### config.mk
export PLATFORM = sky130hd
export DESIGN_NAME = instruction_fetch
export DESIGN_NICKNAME = d
export VERILOG_FILES = /design/src/rtl/fetch_pkg.sv /design/src/rtl/fetch_skid_buffer.sv /design/src/rtl/instruction_fetch.sv
export SDC_FILE = /design/constraint.sdc
export NUM_CORES = 1
export LEC_CHECK = 0
export CAP_MARGIN = 25
export CORE_MARGIN = 3
export CORE_UTILIZATION = 40
export CTS_CLUSTER_DIAMETER = 60
export DETAILED_ROUTE_END_ITERATION = 16
export GPL_TIMING_DRIVEN = 0
export PLACE_DENSITY = 0.74
export SYNTH_ARGS = -nofsm -noshare
export SYNTH_HDL_FRONTEND = slang
export SYNTH_SLANG_ARGS = --single-unit
### constraint.sdc
create_clock -name clock -period 3 [get_ports clock]
set_clock_uncertainty 0.2 [all_clocks]
set_input_delay 0.45 -clock clock [delete_from_list [all_inputs] [get_ports clock]]
set_output_delay 0.45 -clock clock [all_outputs]
set_load 0.005 [all_outputs]
### src/rtl/fetch_pkg.sv
// Shared definitions for the instruction fetch stage.
// Holds the instruction word width, the store opcode encoding used by
// decode, and the fetch FSM state enumeration.
package fetch_pkg;

  localparam int INSTR_WIDTH = 20;

  localparam logic [3:0] OPCODE_STORE = 4'b1100;

  // EMPTY: no read in flight; RUN: read in flight, skid empty;
  // HOLD: stalled with the in-flight word parked in the skid.
  typedef enum logic [1:0] {
    EMPTY = 2'd0,
    RUN   = 2'd1,
    HOLD  = 2'd2
  } fetch_state_t;

endpackage

### src/rtl/fetch_skid_buffer.sv
// Single-entry skid register for the fetch stage.
// Parks the word returned by instruction memory (and its address) when
// decode stalls while a read is already in flight, so the word is not lost.
// Ports:
//   clock, reset     - clock and asynchronous active-high reset
//   load             - capture d_data/d_pc and mark the entry valid
//   clear            - empty the entry (wins over load)
//   d_data, d_pc     - word and address to capture
//   q_data, q_pc     - parked word and address
//   q_valid          - entry holds a parked word
module fetch_skid_buffer
  import fetch_pkg::*;
#(
  parameter int PC_WIDTH = 8
) (
  input  logic                   clock,
  input  logic                   reset,
  input  logic                   load,
  input  logic                   clear,
  input  logic [INSTR_WIDTH-1:0] d_data,
  input  logic [PC_WIDTH-1:0]    d_pc,
  output logic [INSTR_WIDTH-1:0] q_data,
  output logic [PC_WIDTH-1:0]    q_pc,
  output logic                   q_valid
);

  // Clear takes priority so a redirect or reset always discards a parked word.
  always_ff @(posedge clock or posedge reset) begin
    if (reset) begin
      q_data  <= '0;
      q_pc    <= '0;
      q_valid <= 1'b0;
    end else if (clear) begin
      q_data  <= '0;
      q_pc    <= '0;
      q_valid <= 1'b0;
    end else if (load) begin
      q_data  <= d_data;
      q_pc    <= d_pc;
      q_valid <= 1'b1;
    end
  end

endmodule

### src/rtl/instruction_fetch.sv
// Instruction fetch stage with a one-cycle-latency instruction memory.
// Issues sequential reads, redirects on taken branches, and absorbs decode
// stalls with a one-entry skid so no fetched word is lost or duplicated.
// Ports:
//   clock, reset            - clock and asynchronous active-high reset
//   stall                   - decode hold request
//   branch_taken            - redirect request from execute
//   branch_target           - redirect address
//   imem_addr               - instruction memory read address (= fetch_pc)
//   imem_data               - instruction memory read data, one cycle later
//   instruction, pc_out     - IF/ID register word and its address
//   instr_valid             - IF/ID register holds a real instruction
module instruction_fetch
  import fetch_pkg::*;
#(
  parameter int                   PC_WIDTH = 8,
  parameter logic [PC_WIDTH-1:0]  RESET_PC = '0
) (
  input  logic                   clock,
  input  logic                   reset,
  input  logic                   stall,
  input  logic                   branch_taken,
  input  logic [PC_WIDTH-1:0]    branch_target,
  output logic [PC_WIDTH-1:0]    imem_addr,
  input  logic [INSTR_WIDTH-1:0] imem_data,
  output logic [INSTR_WIDTH-1:0] instruction,
  output logic [PC_WIDTH-1:0]    pc_out,
  output logic                   instr_valid
);

  localparam logic [PC_WIDTH-1:0] PC_ONE = {{(PC_WIDTH-1){1'b0}}, 1'b1};

  fetch_state_t state;

  logic [PC_WIDTH-1:0]    fetch_pc;
  logic [PC_WIDTH-1:0]    req_pc;
  logic                   req_valid;

  logic                   skid_load;
  logic                   skid_clear;
  logic [INSTR_WIDTH-1:0] skid_data;
  logic [PC_WIDTH-1:0]    skid_pc;
  logic                   skid_valid;

  assign imem_addr = fetch_pc;

  // The skid captures the in-flight word when a stall first hits RUN, and is
  // emptied either by a redirect or when HOLD drains it into IF/ID.
  always_comb begin
    skid_load  = 1'b0;
    skid_clear = 1'b0;
    if (branch_taken) begin
      skid_clear = 1'b1;
    end else if (state == RUN && stall) begin
      skid_load = 1'b1;
    end else if (state == HOLD && !stall) begin
      skid_clear = 1'b1;
    end
  end

  fetch_skid_buffer #(
    .PC_WIDTH (PC_WIDTH)
  ) u_skid (
    .clock   (clock),
    .reset   (reset),
    .load    (skid_load),
    .clear   (skid_clear),
    .d_data  (imem_data),
    .d_pc    (req_pc),
    .q_data  (skid_data),
    .q_pc    (skid_pc),
    .q_valid (skid_valid)
  );

  // Fetch FSM. Priority is branch, then stall, then normal flow. Issuing a
  // read records the address in req_pc because the memory answers one cycle
  // later, by which time fetch_pc has already advanced.
  always_ff @(posedge clock or posedge reset) begin
    if (reset) begin
      state       <= EMPTY;
      fetch_pc    <= RESET_PC;
      req_pc      <= '0;
      req_valid   <= 1'b0;
      instruction <= '0;
      pc_out      <= '0;
      instr_valid <= 1'b0;
    end else if (branch_taken) begin
      state       <= EMPTY;
      fetch_pc    <= branch_target;
      req_valid   <= 1'b0;
      instruction <= '0;
      instr_valid <= 1'b0;
    end else begin
      case (state)
        EMPTY: begin
          if (!stall) begin
            req_pc      <= fetch_pc;
            req_valid   <= 1'b1;
            fetch_pc    <= fetch_pc + PC_ONE;
            instruction <= '0;
            instr_valid <= 1'b0;
            state       <= RUN;
          end
        end
        RUN: begin
          if (!stall) begin
            instruction <= imem_data;
            pc_out      <= req_pc;
            instr_valid <= req_valid;
            req_pc      <= fetch_pc;
            req_valid   <= 1'b1;
            fetch_pc    <= fetch_pc + PC_ONE;
          end else begin
            req_valid <= 1'b0;
            state     <= HOLD;
          end
        end
        HOLD: begin
          if (!stall) begin
            instruction <= skid_data;
            pc_out      <= skid_pc;
            instr_valid <= skid_valid;
            req_pc      <= fetch_pc;
            req_valid   <= 1'b1;
            fetch_pc    <= fetch_pc + PC_ONE;
            state       <= RUN;
          end
        end
        default: begin
          state <= EMPTY;
        end
      endcase
    end
  end

endmodule

# [After elaboration in Yosys (flattened, before gate mapping)]
# Index checks and enable logic that the tools add are counted.
[word_totals] reg_bits=77
[classes] n_bitwise=2 n_mux=35 n_eq_ne=10 add_sub_neg=1 reduce_logical=17
[op_table] operator="$mux 20" count=6
[op_table] operator="$pmux 20 s3" count=1
[op_table] operator="$mux 8" count=7
[op_table] operator="$pmux 8 s2" count=1
[op_table] operator="$mux 1" count=14
[op_table] operator="$ne 3x3->1 const B" count=4
[op_table] operator="$add 8x1->8 const B" count=1
[op_table] operator="$reduce_and 4->1" count=2
[op_table] operator="$mux 2" count=3
[op_table] operator="$reduce_and 2->1" count=3
[op_table] operator="$reduce_bool 2->1" count=3
[op_table] operator="$ne 2x2->1 const B" count=2
[op_table] operator="$pmux 2 s2" count=1
[op_table] operator="$reduce_bool 4->1" count=1
[op_table] operator="$ne 3x2->1 const B" count=1
[op_table] operator="$pmux 1 s3" count=1
[op_table] operator="$reduce_and 3->1" count=1
[op_table] operator="$reduce_bool 3->1" count=1
[op_table] operator="$reduce_or 3->1" count=1
[op_table] operator="$eq 2x1->1 const B" count=1
[op_table] operator="$eq 2x2->1 const B" count=1
[op_table] operator="$logic_and 1x1->1" count=2
[op_table] operator="$logic_not 2->1" count=1
[op_table] operator="$ne 2x1->1 const B" count=1
[op_table] operator="4 further kinds" count=5

# [Depth between registers and ports, before layout]
[logic_depth] ltp_word=6 depth_mapped=8 depth_no_buf=5

# [Hierarchy]
# A second synthesis with hierarchy kept.
[hier_totals] cells_unflattened=312 hier_area_um2=3648.5
[by_module_without_submodules] module="instruction_fetch" area_each_um2=2478.6 cells_per_inst=218 seq_area_each_um2=1201.2 n_inst=1
[by_module_without_submodules] module="fetch_skid_buffer" area_each_um2=1169.9 cells_per_inst=94 seq_area_each_um2=725.7 n_inst=1

# [Worst setup path after synthesis]
# Ideal clock, no wire load.
[synth_timing] path_kind="flip-flop to flip-flop" startpoint="reg state[0]" endpoint="reg instr_valid" stages_incl_launch_ff=7 arrival_time_ns=1.621 setup_slack_ns=1.054 required_ns=2.675 cell_sequence="dfrtp_1 > inv_1 > ha_1 > nor3_1 > o21ai_0 > buf_2 > mux2_2"
[synth_via] elab_chain_cells=3
[synth_rtl] item="start, declared" line_no="instruction_fetch.sv:33" text="fetch_state_t state;"
[synth_rtl] item="start signal, assigned" line_no="instruction_fetch.sv:80" text="state <= EMPTY;"
[synth_rtl] item="start signal, assigned" line_no="instruction_fetch.sv:88" text="state <= EMPTY;"
[synth_rtl] item="start signal, assigned" line_no="instruction_fetch.sv:102" text="state <= RUN;"
[synth_rtl] item="$eq 2x2->1 (tied with other cells)" line_no="instruction_fetch.sv:94" text="case (state)"
[synth_rtl] item="$ne 3x3->1 (no source line) (tied with other cells)"
[synth_rtl] item="$reduce_and 4->1 (no source line) or $mux 1 (tied branches)"
[synth_rtl] item="end signal, assigned" line_no="instruction_fetch.sv:109" text="instr_valid <= req_valid;"
[synth_rtl] item="end signal, assigned" line_no="instruction_fetch.sv:122" text="instr_valid <= skid_valid;"
[synth_rtl] item="end, declared" line_no="instruction_fetch.sv:28" text="output logic instr_valid"
# Several ways; a longest one is shown, not always the timed one.
# A chain may end at the register's enable or synchronous reset.

# [Worst setup path in the final report]
[layout_timing] startpoint="reg state[0]" endpoint="reg instruction[19]"
[layout_via] elab_chain_cells=3
[layout_rtl] item="$eq 2x2->1 (tied with other cells)" line_no="instruction_fetch.sv:94"
[layout_rtl] item="$ne 3x3->1 (no source line) (tied with other cells)"
[layout_rtl] item="$reduce_and 4->1 (no source line) or $mux 20 (tied branches)"
[layout_rtl] item="end signal, assigned" line_no="instruction_fetch.sv:107" text="instruction <= imem_data;"
[layout_rtl] item="end signal, assigned" line_no="instruction_fetch.sv:120" text="instruction <= skid_data;"
[layout_rtl] item="end, declared" line_no="instruction_fetch.sv:26" text="output logic [INSTR_WIDTH-1:0] instruction,"
# Several ways; a longest one is shown, not always the timed one.

==> results.md <==
* Top FF cell, synth: dfrtp_1
* Initial Utilization at 42.0%
* Total vias in the final route at 2593
* First-pass GRT wire length at 13.1 mm
* Largest cells by area after synthesis: dfrtp_1 (55%), mux2_2 (14%), a32o_1 (5.7%)
* Period minus WS final at 2.26 ns
* Worst R2R End: instruction[19]$_DFFE_PP0P_
* Status: finished, final reports clean
* Mapped Area at 3500 um^2
* Normalized max-slew margin at 54.2%
* Worst Path Arrival at 2.29 ns
* Count of different cell masters after synthesis at 35
* CTS H-tree lvls at 3
* Antenna violations before repair at 0
* Worst R2R Start: state[0]$_DFFE_PP0P_
* Worst vdd ir at 350 uV
* Row count at 33
* Drt pass-1 iters at 4
* Die height at 99.6 um
* Routed len/inst at 16.8 um
* Placed instance count at 459
* Max Freq at 442 MHz
* Layout cells sized above 1 at 19.5%
* Crit end category: flop
* Post-synth top area cell: dfrtp_1
* PwrDens at 594 nW/um^2
* RSZ-0062 raised after global routing: false
* Num CTS Buffers at 9
* N_diodes at 0
* Top-count cell post-synth: dfrtp_1
* Fin Hold WS at 0.156 ns
* Clock Path Buffers at 2
* Syn_nets at 324
* Worst r2r path cells at 6
* Fin crit share at 75.5%
* Core Box Area at 8340 um^2
* Fin. Hold Viols at 0
* Synth async-reset ratio at 100%
* Register area at 1930 um^2
* Pin count of the biggest net entering global routing at 68
* Cells after synthesis at 285
* Gpl congestion at 0.784
* Fin. max-slew vios at 0
* Tot GR Track Use at 16.4%
* Non-Filler Instances at 474
* Pleak at 1.96 nW
* Post-route ant nets at 0
* Vias in the first global route at 2633
* EDFF count, synth at 0
* CP startpoint kind: flop
* Reg2reg setup slack at 0.74 ns
* Max-cap violations at 0
* Util after Layout at 54.7%
* Tightest Pin Transition at 0.685 ns
* Port bufs at 68
* Mapped Avg Cell Area at 12.3 um^2
* Setup violators final at 0
* Clk_lat worst skew at 0.34 ns
* WS Path Type: flop to flop
* # IOs at 69
* Worst Hold Class: primary input to async pin
* Reg clk slew, reported paths at 0.08 ns
* Via density at 5.47
* #FFs+latches synth at 77
* DP Wirelength at 5.52 mm
* DRC violations left at 0
* Iteration-0 DRC count of the detailed router at 136
* Nets at 404
* Die Area at 9910 um^2
* Top cell type's share of synthesized area at 55.0%
* Routed WL at 7.94 mm
* Post-cts hold buffer count at 0
* Layout overhead on the synthesized area at 30.4%
* Cts repair resizes at 0
* Sink Count at 77
* Total number of yosys warnings at 0
* Area of the multi-input gates at 1460 um^2
* Design Power at 0.00271 W
* Root Driver: clkbuf_8
* Most common library cells after synthesis: dfrtp_1 (77), mux2_2 (45), nor2_1 (25)
* Die X at 99.6 um
* Worst-path fanout max at 10
* Post CTS Setup Buffer Count at 0
* Congestion Overflow GR at 0
* Seq/Total Area, Yosys at 55.0%
* CTS tree: yes
* Crit path required time at 3.03 ns
* Fillers at 718
## how the worst max path moves through the flow
stage          slack, ns                           to  depth (start not counted)            startpoint
2_1_floorplan       0.38     imem_addr[0]$_DFFE_PP0P_                          1                 reset
3_3_place_gp       -0.86  instruction[15]$_DFFE_PP0P_                          2                 reset
3_5_place_dp        0.53  instruction[17]$_DFFE_PP0P_                          5          branch_taken
4_1_cts             0.70   instruction[0]$_DFFE_PP0P_                          6  state[0]$_DFFE_PP0P_
5_1_grt             0.58   instruction[0]$_DFFE_PP0P_                          6  state[0]$_DFFE_PP0P_
6_report            0.74  instruction[19]$_DFFE_PP0P_                          6  state[0]$_DFFE_PP0P_
## critical path: stages, from the launching register on
cell     delay (ns)
dfrtp_1        0.46
inv_1          0.15
ha_1           0.28
nor3_1         0.08
o21ai_0        0.29
buf_2          0.33
mux2_2         0.37
## layout by cell type (no fill, tap or decap), types with 3 or more instances in the layout
master and instances:
nand2b_1 4, inv_1 5, a32o_1 20, dfrtp_1 77, ha_1 7, a22oi_1 21, mux2_2 45, or4_1 4
a21oi_1 3, clkbuf_1 11, nor2_1 25, nand2_1 8, o211ai_1 3, clkbuf_8 10, clkdlybuf4s50_1 68, nand3_1 5
o21ai_0 7, buf_2 7, a22o_1 8
## metrics by stage
stage,area [um^2],setup slack (ns),TNS [ns]
after floorplan,3500,0.383,0
after global placement,4310,-0.862,-66.09
after detailed placement,4340,0.529,0
after CTS,4570,0.702,0
after global routing,4570,0.582,0
final,4570,0.736,0
## cell families (layout without fill, tap and decap cells)
family	Yosys count	count (layout)	synth area share, %
adder cells (fa/ha/maj)	7	7	2.50
AO/OA/AOI/OAI	68	68	15.5
buffers and inverters	27	111	3.36
flip-flops	77	77	55.0
multiplexers	46	46	14.8
AND/OR/NAND/NOR	58	58	8.32
XOR/XNOR	2	2	0.500
## state kept, by name (all words and copies together) (netlist names)
signal and cells:
u_skid.q_valid 1, u_skid.q_pc 8, state 2, req_valid 1, instr_valid 1, pc_out 8, u_skid.q_data 20, imem_addr 8
req_pc 8, instruction 20
## final cells by class
type,instances,share of cell area [%]
sequential,77,42.2
multi-input combinational,181,31.9
timing repair buffer,69,15.5
clock buffer,10,3.01
tap,105,2.88
buffer,20,2.00
clock inverter,5,1.84
inverter,7,0.630
## power by group
part / total (W) / leakage (nW) / internal, W / switching (W)
Combinational: 0.000579 / 0.836 / 0.000336 / 0.000243
Clock: 0.000879 / 0.105 / 0.000490 / 0.000389
Sequential: 0.00126 / 1.02 / 0.00117 / 0.0000900
Total: 0.00271 / 1.96 / 0.00199 / 0.000723
## metal layers
metal | vias to the layer above | global-route usage (%) | share of wire, %
li1 | 1217 | - | -
met3 | 2 | 4.28 | 6.0
met2 | 85 | 26.8 | 48
met5 | - | 0 | 0
met1 | 1289 | 22.5 | 46
met4 | 0 | 2.21 | 0.15
(Power assumes the default switching activity.)
